File: src/rtl/packet_assembler_pkg.sv
// Shared types and helpers for the chunk-to-packet assembler.
// Optional feature macro used by the top: PACKET_ASSEMBLER_BYPASS_EN.
package packet_assembler_pkg;

  typedef enum logic [0:0] {
    FILL = 1'b0,
    SEND = 1'b1
  } state_e;

  function automatic int num_regs_f(input int nbits_in, input int nbits_out);
    return (nbits_out + nbits_in - 1) / nbits_in;
  endfunction

endpackage

File: src/rtl/packet_assembler_ctr.sv
// Chunk counter: synchronous clear/increment with terminal count at num_regs-1.
module packet_assembler_ctr #(
  parameter int num_regs = 1,
  parameter int cnt_bits = 1
) (
  input  logic                clk,
  input  logic                reset,
  input  logic                clr_i,
  input  logic                inc_i,
  output logic [cnt_bits-1:0] cnt_o,
  output logic                tc_o
);

  logic [cnt_bits-1:0] cnt_q, cnt_d;

  always_comb begin
    cnt_d = cnt_q;
    if (clr_i) begin
      cnt_d = '0;
    end else if (inc_i) begin
      cnt_d = cnt_q + 1'b1;
    end
  end

  always_ff @(posedge clk) begin
    if (reset) begin
      cnt_q <= '0;
    end else begin
      cnt_q <= cnt_d;
    end
  end

  assign cnt_o = cnt_q;
  assign tc_o  = (cnt_q == cnt_bits'(num_regs - 1));

endmodule

File: src/rtl/packet_assembler.sv
// Assembles nbits_in-wide chunks (first chunk most significant) into one nbits_out packet.
// Define PACKET_ASSEMBLER_BYPASS_EN to accept the next packet's first chunk while sending.
module packet_assembler
  import packet_assembler_pkg::*;
#(
  parameter int nbits_in  = 8,
  parameter int nbits_out = 8
) (
  input  logic                 clk,
  input  logic                 reset,
  input  logic                 recv_val,
  output logic                 recv_rdy,
  input  logic [nbits_in-1:0]  recv_msg,
  output logic                 send_val,
  input  logic                 send_rdy,
  output logic [nbits_out-1:0] send_msg
);

  localparam int num_regs = num_regs_f(nbits_in, nbits_out);
  localparam int cnt_bits = $clog2(num_regs) + 1;
  // The most significant register only keeps the low bits of the first chunk.
  localparam int top_bits = nbits_out - nbits_in * (num_regs - 1);

  state_e                 state_q, state_d;
  logic [nbits_out-1:0]   data_q, data_d;
  logic [cnt_bits-1:0]    cnt;
  logic [cnt_bits-1:0]    wr_idx;
  logic                   tc;
  logic                   recv_xfer;
  logic                   send_xfer;

  always_comb begin
    recv_rdy = 1'b1;
    send_val = 1'b0;
    if (state_q == SEND) begin
      send_val = 1'b1;
`ifdef PACKET_ASSEMBLER_BYPASS_EN
      recv_rdy = send_rdy;
`else
      recv_rdy = 1'b0;
`endif
    end
  end

  assign recv_xfer = recv_val & recv_rdy;
  assign send_xfer = send_val & send_rdy;

  // In SEND the counter sits at 0, so a bypassed chunk is naturally chunk 0.
  packet_assembler_ctr #(
    .num_regs (num_regs),
    .cnt_bits (cnt_bits)
  ) u_ctr (
    .clk   (clk),
    .reset (reset),
    .clr_i (recv_xfer & tc),
    .inc_i (recv_xfer & ~tc),
    .cnt_o (cnt),
    .tc_o  (tc)
  );

  assign wr_idx = cnt_bits'(num_regs - 1) - cnt;

  always_comb begin
    state_d = state_q;
    if (recv_xfer && tc) begin
      state_d = SEND;
    end else if (send_xfer) begin
      state_d = FILL;
    end
  end

  always_comb begin
    data_d = data_q;
    if (recv_xfer) begin
      for (int k = 0; k < num_regs - 1; k++) begin
        if (wr_idx == cnt_bits'(k)) begin
          data_d[k*nbits_in +: nbits_in] = recv_msg;
        end
      end
      if (wr_idx == cnt_bits'(num_regs - 1)) begin
        data_d[nbits_out-1 -: top_bits] = recv_msg[top_bits-1:0];
      end
    end
  end

  always_ff @(posedge clk) begin
    if (reset) begin
      state_q <= FILL;
      data_q  <= '0;
    end else begin
      state_q <= state_d;
      data_q  <= data_d;
    end
  end

  assign send_msg = data_q;

endmodule

File: config.mk
export PLATFORM = sky130hd
export DESIGN_NAME = packet_assembler
export DESIGN_NICKNAME = d
export VERILOG_FILES = /design/src/rtl/packet_assembler_pkg.sv /design/src/rtl/packet_assembler_ctr.sv /design/src/rtl/packet_assembler.sv
export SDC_FILE = /design/constraint.sdc
export NUM_CORES = 1
export LEC_CHECK = 0
export CORE_UTILIZATION = 23
export CTS_CLUSTER_DIAMETER = 100
export DETAILED_ROUTE_END_ITERATION = 16
export REMOVE_ABC_BUFFERS = 1
export SYNTH_ARGS = -nofsm -noshare
export SYNTH_HDL_FRONTEND = slang
export SYNTH_SLANG_ARGS = --single-unit
File: constraint.sdc
create_clock -name clk -period 1 [get_ports clk]
set_clock_uncertainty 0.15 [all_clocks]
set_input_delay 0.25 -clock clk [delete_from_list [all_inputs] [get_ports clk]]
set_output_delay 0.25 -clock clk [all_outputs]
set_load 0.02 [all_outputs]
After elaboration in Yosys (flattened, before gate mapping)
Cells that the tools add are included.

word-level totals
  output and inout port bits = 10
  bits of input ports = 12
  flip-flop bits (word level) = 10
  word-level logic and storage cells = 19

operators by class
  mux-type cells = 4
  reductions and logical operators = 4
  bitwise logic cells = 6
  add/sub/neg operators = 2

operator list
  kind                                    number
  bitwise AND 1 bit                       4
  2-to-1 mux 1 bit                        4
  NOT 1 bit                               2
  AND reduction 2 bit                     1
  nonzero test 2 bit                      1
  OR reduction 2 bit                      1
  adder 1 bit, second input constant      1
  logical AND 1 bit                       1
  subtractor 1 bit, first input constant  1

Logic depth before layout (Yosys ltp)
  depth after elaboration = 4
  mapped depth = 3
  mapped depth without buffers = 2

Modules after synthesis
Synthesis repeated with hierarchy kept, for this count alone.

unflattened totals
  cell total of the unflattened synthesis = 46
  area, all modules = 464.2 µm²

by module, submodules not included
  module                seq. area each (µm²)  times used  cells an instance  area an instance (µm²)
  packet_assembler      180.2                 1           42                 421.7
  packet_assembler_ctr  20.0                  1           4                  42.5

Least setup slack after synthesis
Ideal clock, no wire load.

  kind = register to register
  start = register state_q
  end = register data_q[0] (netlist: send_msg[0])
  setup slack = -0.135 ns
  setup time = 0.072 ns
  arrival time = 0.914 ns
  period minus slack after synthesis = 1.135 ns
  cell stages (with the launch flop) = 4
  path buffers = 1
  required time = 0.778 ns
  cell sequence = dfxtp_1 -> nor3b_2 -> buf_6 -> mux2i_1

on the way
  word-level cells in the longest chain between the ends = 3

ends and longest elaborated chain
  element                        RTL line                source
  start: declaration             packet_assembler.sv:24  state_e state_q, state_d;
  start signal: assignment       packet_assembler.sv:91  state_q <= state_d;
  2-to-1 mux 1 bit               packet_assembler.sv:35  if (state_q == SEND) begin
  bitwise AND 1 bit              packet_assembler.sv:45  assign recv_xfer = recv_val & recv_rdy;
  AND reduction 2 bit (no line)  n/a
  end signal: assignment         packet_assembler.sv:92  data_q <= data_d;
  end: declaration               packet_assembler.sv:25  logic [nbits_out-1:0] data_q, data_d;

No other way between the ends.
A chain may end at the register's enable or synchronous reset.

Final worst setup path
  start = register state_q
  end = register data_q[1] (netlist: send_msg[1])

The elaborated chain is that of the path after synthesis.

==> results.md <==
- Worst-Skew Late Latency: around 0.26 ns
- Actual slew at the worst max-slew pin: between 0.1 and 0.15 ns
- Total CTS buffers: 3
- Multi-input logic area: between 200 and 250 um^2
- First-pass iteration count of the detailed router: 1
- Max Cap Viol: 0
- YS warnings: 0
- Final-stage net count: 89
- Critical-path cell list: buf_6 -> nor3b_4 -> buf_4 -> mux2i_1
- P_leak: about 0.36 nW
- Site Rows: 15
- Final setup fails: 19
- Sequential Area: about 210 um^2
- Clock-pin slew on the worst setup and hold paths: about 0.07 ns
- Synth area leaders: dfxtp_1, nand2b_1, mux2i_1
- Mapped Cells: between 40 and 50
- Placed Instances: 94
- Fin. Hold Viols: 0
- Fin. max-slew vios: 0
- I/O pin count: 22
- Post-synth cell types: 10
- CP startpoint kind: register
- Post-DR vias/cell: 3.90
- Initial core utilization: about a quarter
- Via count: about 390
- Routability cong.: 0.612
- Fin crit share: 123%
- Initial DRC Count: 0
- H-tree depth: 1
- R2R setup slack: -0.23 ns
- Fill count: between 150 and 200
- Synthesized area: 443 um^2
- Slowest CP cell: dfxtp_2
- Total core area: around 0.0018 mm^2
- Yosys top cell area share: a little under half
- Sink Count: 10
- ANT cells: 0
- Failing checks: setup timing
- Final core utilization: between 40% and 50%
- CP bufs+invs: 2
- Post-DRT Antenna Nets: 0
- Post-route setup slack: -0.226 ns
- Final non-filler cell total: 101
- CTS tree: done
- Horiz. Die Dim: approximately 46 um
- Fin Setup TNS: -3.06 ns
- PortBufs: 21
- FMAX: about 0.82 GHz
- Layout area overhead: 84.7%
- WL per Instance: approximately 10 um
- Vias in the first global route: about 360
- Outcome: finished, violations left
- Sequential element share of the synthesized area: 45.2%
- Final Routed Wirelength: 1030 um
- Dpl hpwl: 742 um
- Ratio of cells with drive above 1 in the final layout: between 40% and 50%
- RSZ-0062 raised after global routing: true
- Largest net degree at the start of global routing: 12
- Slew Limit Headroom: between 90% and 100%
- Cts hold-fix bufs: 0
- Power Total: 1.07 mW
- GRT Total Usage: between 10 and 15%
- Die area: ~0.0021 mm^2
- PD cells: roughly 1300 mW/mm^2
- Antenna violations before repair: 0
- Critical path data required time: around 1.0 ns
- Arr. time, crit path: 1.26 ns
- Longest Clk Path Bufs: 2
- DRC Markers: 0
- Yosys reg bits: 10
- Critical Path Sink Type: register
- Hold/Removal Path Class: input pin to register
- Peak fanout along the critical path: 5
- Mean area per synthesized cell: between 10 and 15 um^2
- Root buffer cell: clkbuf_4
- Die Ht: 45.9 um
- First-pass GRT wire length: 1520 um
- Leading area contributor after synthesis: dfxtp_1
- CP top delay family: flip-flops
- Tmin final: between 1 and 1.5 ns
- Aggregate global routing overflow: 0
- Peak supply drop: 0.468 mV
- Critical path class: register to register
- Worst path max stage delay: about 0.33 ns
state kept, by name, summed over array words and instances, names as in the netlist:
register     count
send_msg         8
state_q          1
u_ctr.cnt_o      1
synth_stat cells, drive strengths merged:
master / instances
nor3b: 1
a211oi: 1
nand2b: 16
inv: 2
nor2b: 1
dfxtp: 10
buf: 2
mux2i: 8
o21ba: 1
cells in the final DEF, fill, tap and decap left out, types with 2 or more instances in the layout:
| master | n |
|---|---|
| clkbuf_4 | 3 |
| buf_4 | 10 |
| clkdlybuf4s50_1 | 10 |
| dfxtp_2 | 9 |
| nand2b_1 | 16 |
| mux2i_1 | 8 |
| buf_6 | 10 |
| inv_1 | 2 |
cell type report:
type	count	area share [%]
Multi-Input combinational cell	28	28.1
Tap cell	25	3.82
Clock buffer	4	4.43
Timing Repair Buffer	32	36.9
Sequential cell	10	25.8
Inverter	2	0.917
cells by family (layout without fill, tap and decap cells):
group | count (synthesis) | after routing | share of synthesized area [%]
compound gates | 2 | 2 | 3.96
simple gates | 18 | 18 | 27.4
buf+inv | 4 | 38 | 5.37
mux | 8 | 8 | 18.1
flops | 10 | 10 | 45.2
per-layer routing:
metal	vias to the layer above	track usage [%]	part of all wire, %
li1	205	-	-
met1	175	11.9	46
met2	14	16.3	48
met3	0	2.78	6.5
met4	0	5.29	0
met5	-	0	0
power breakdown:
group | switching [mW] | leakage (nW) | total [mW] | internal (mW)
logic | 0.0986 | 0.254 | 0.259 | 0.161
registers | 0.0191 | 0.0855 | 0.448 | 0.429
clock network | 0.140 | 0.0210 | 0.360 | 0.221
through the flow:
step | hold slack (ns) | instance area [um^2] | setup WS [ns]
after global routing | 0.192 | 818 | -0.289
after floorplan | 0.177 | 427 | -0.441
after global placement | 0.287 | 728 | -0.500
after detailed placement | 0.291 | 728 | -0.503
after CTS | 0.166 | 788 | -0.216
final | 0.197 | 818 | -0.226
repair_timing:
action / in CTS / in global routing
pin swaps: 1 / 1
hold endpoints to repair: 0 / 0
endpoints found under the setup margin: 20 / 20
resized for setup: 66 / 5
setup buffers: 1 / 2
final timing paths:
check                                   end        start  cells after the start
worst max-delay path            send_msg[1]      state_q                      4
worst min-delay path            u_ctr.cnt_o     recv_val                      2
worst max register to register  send_msg[1]      state_q                      4
worst min register to register  send_msg[5]  send_msg[5]                      2
No activity file was read; power rests on OpenSTA's default activity.
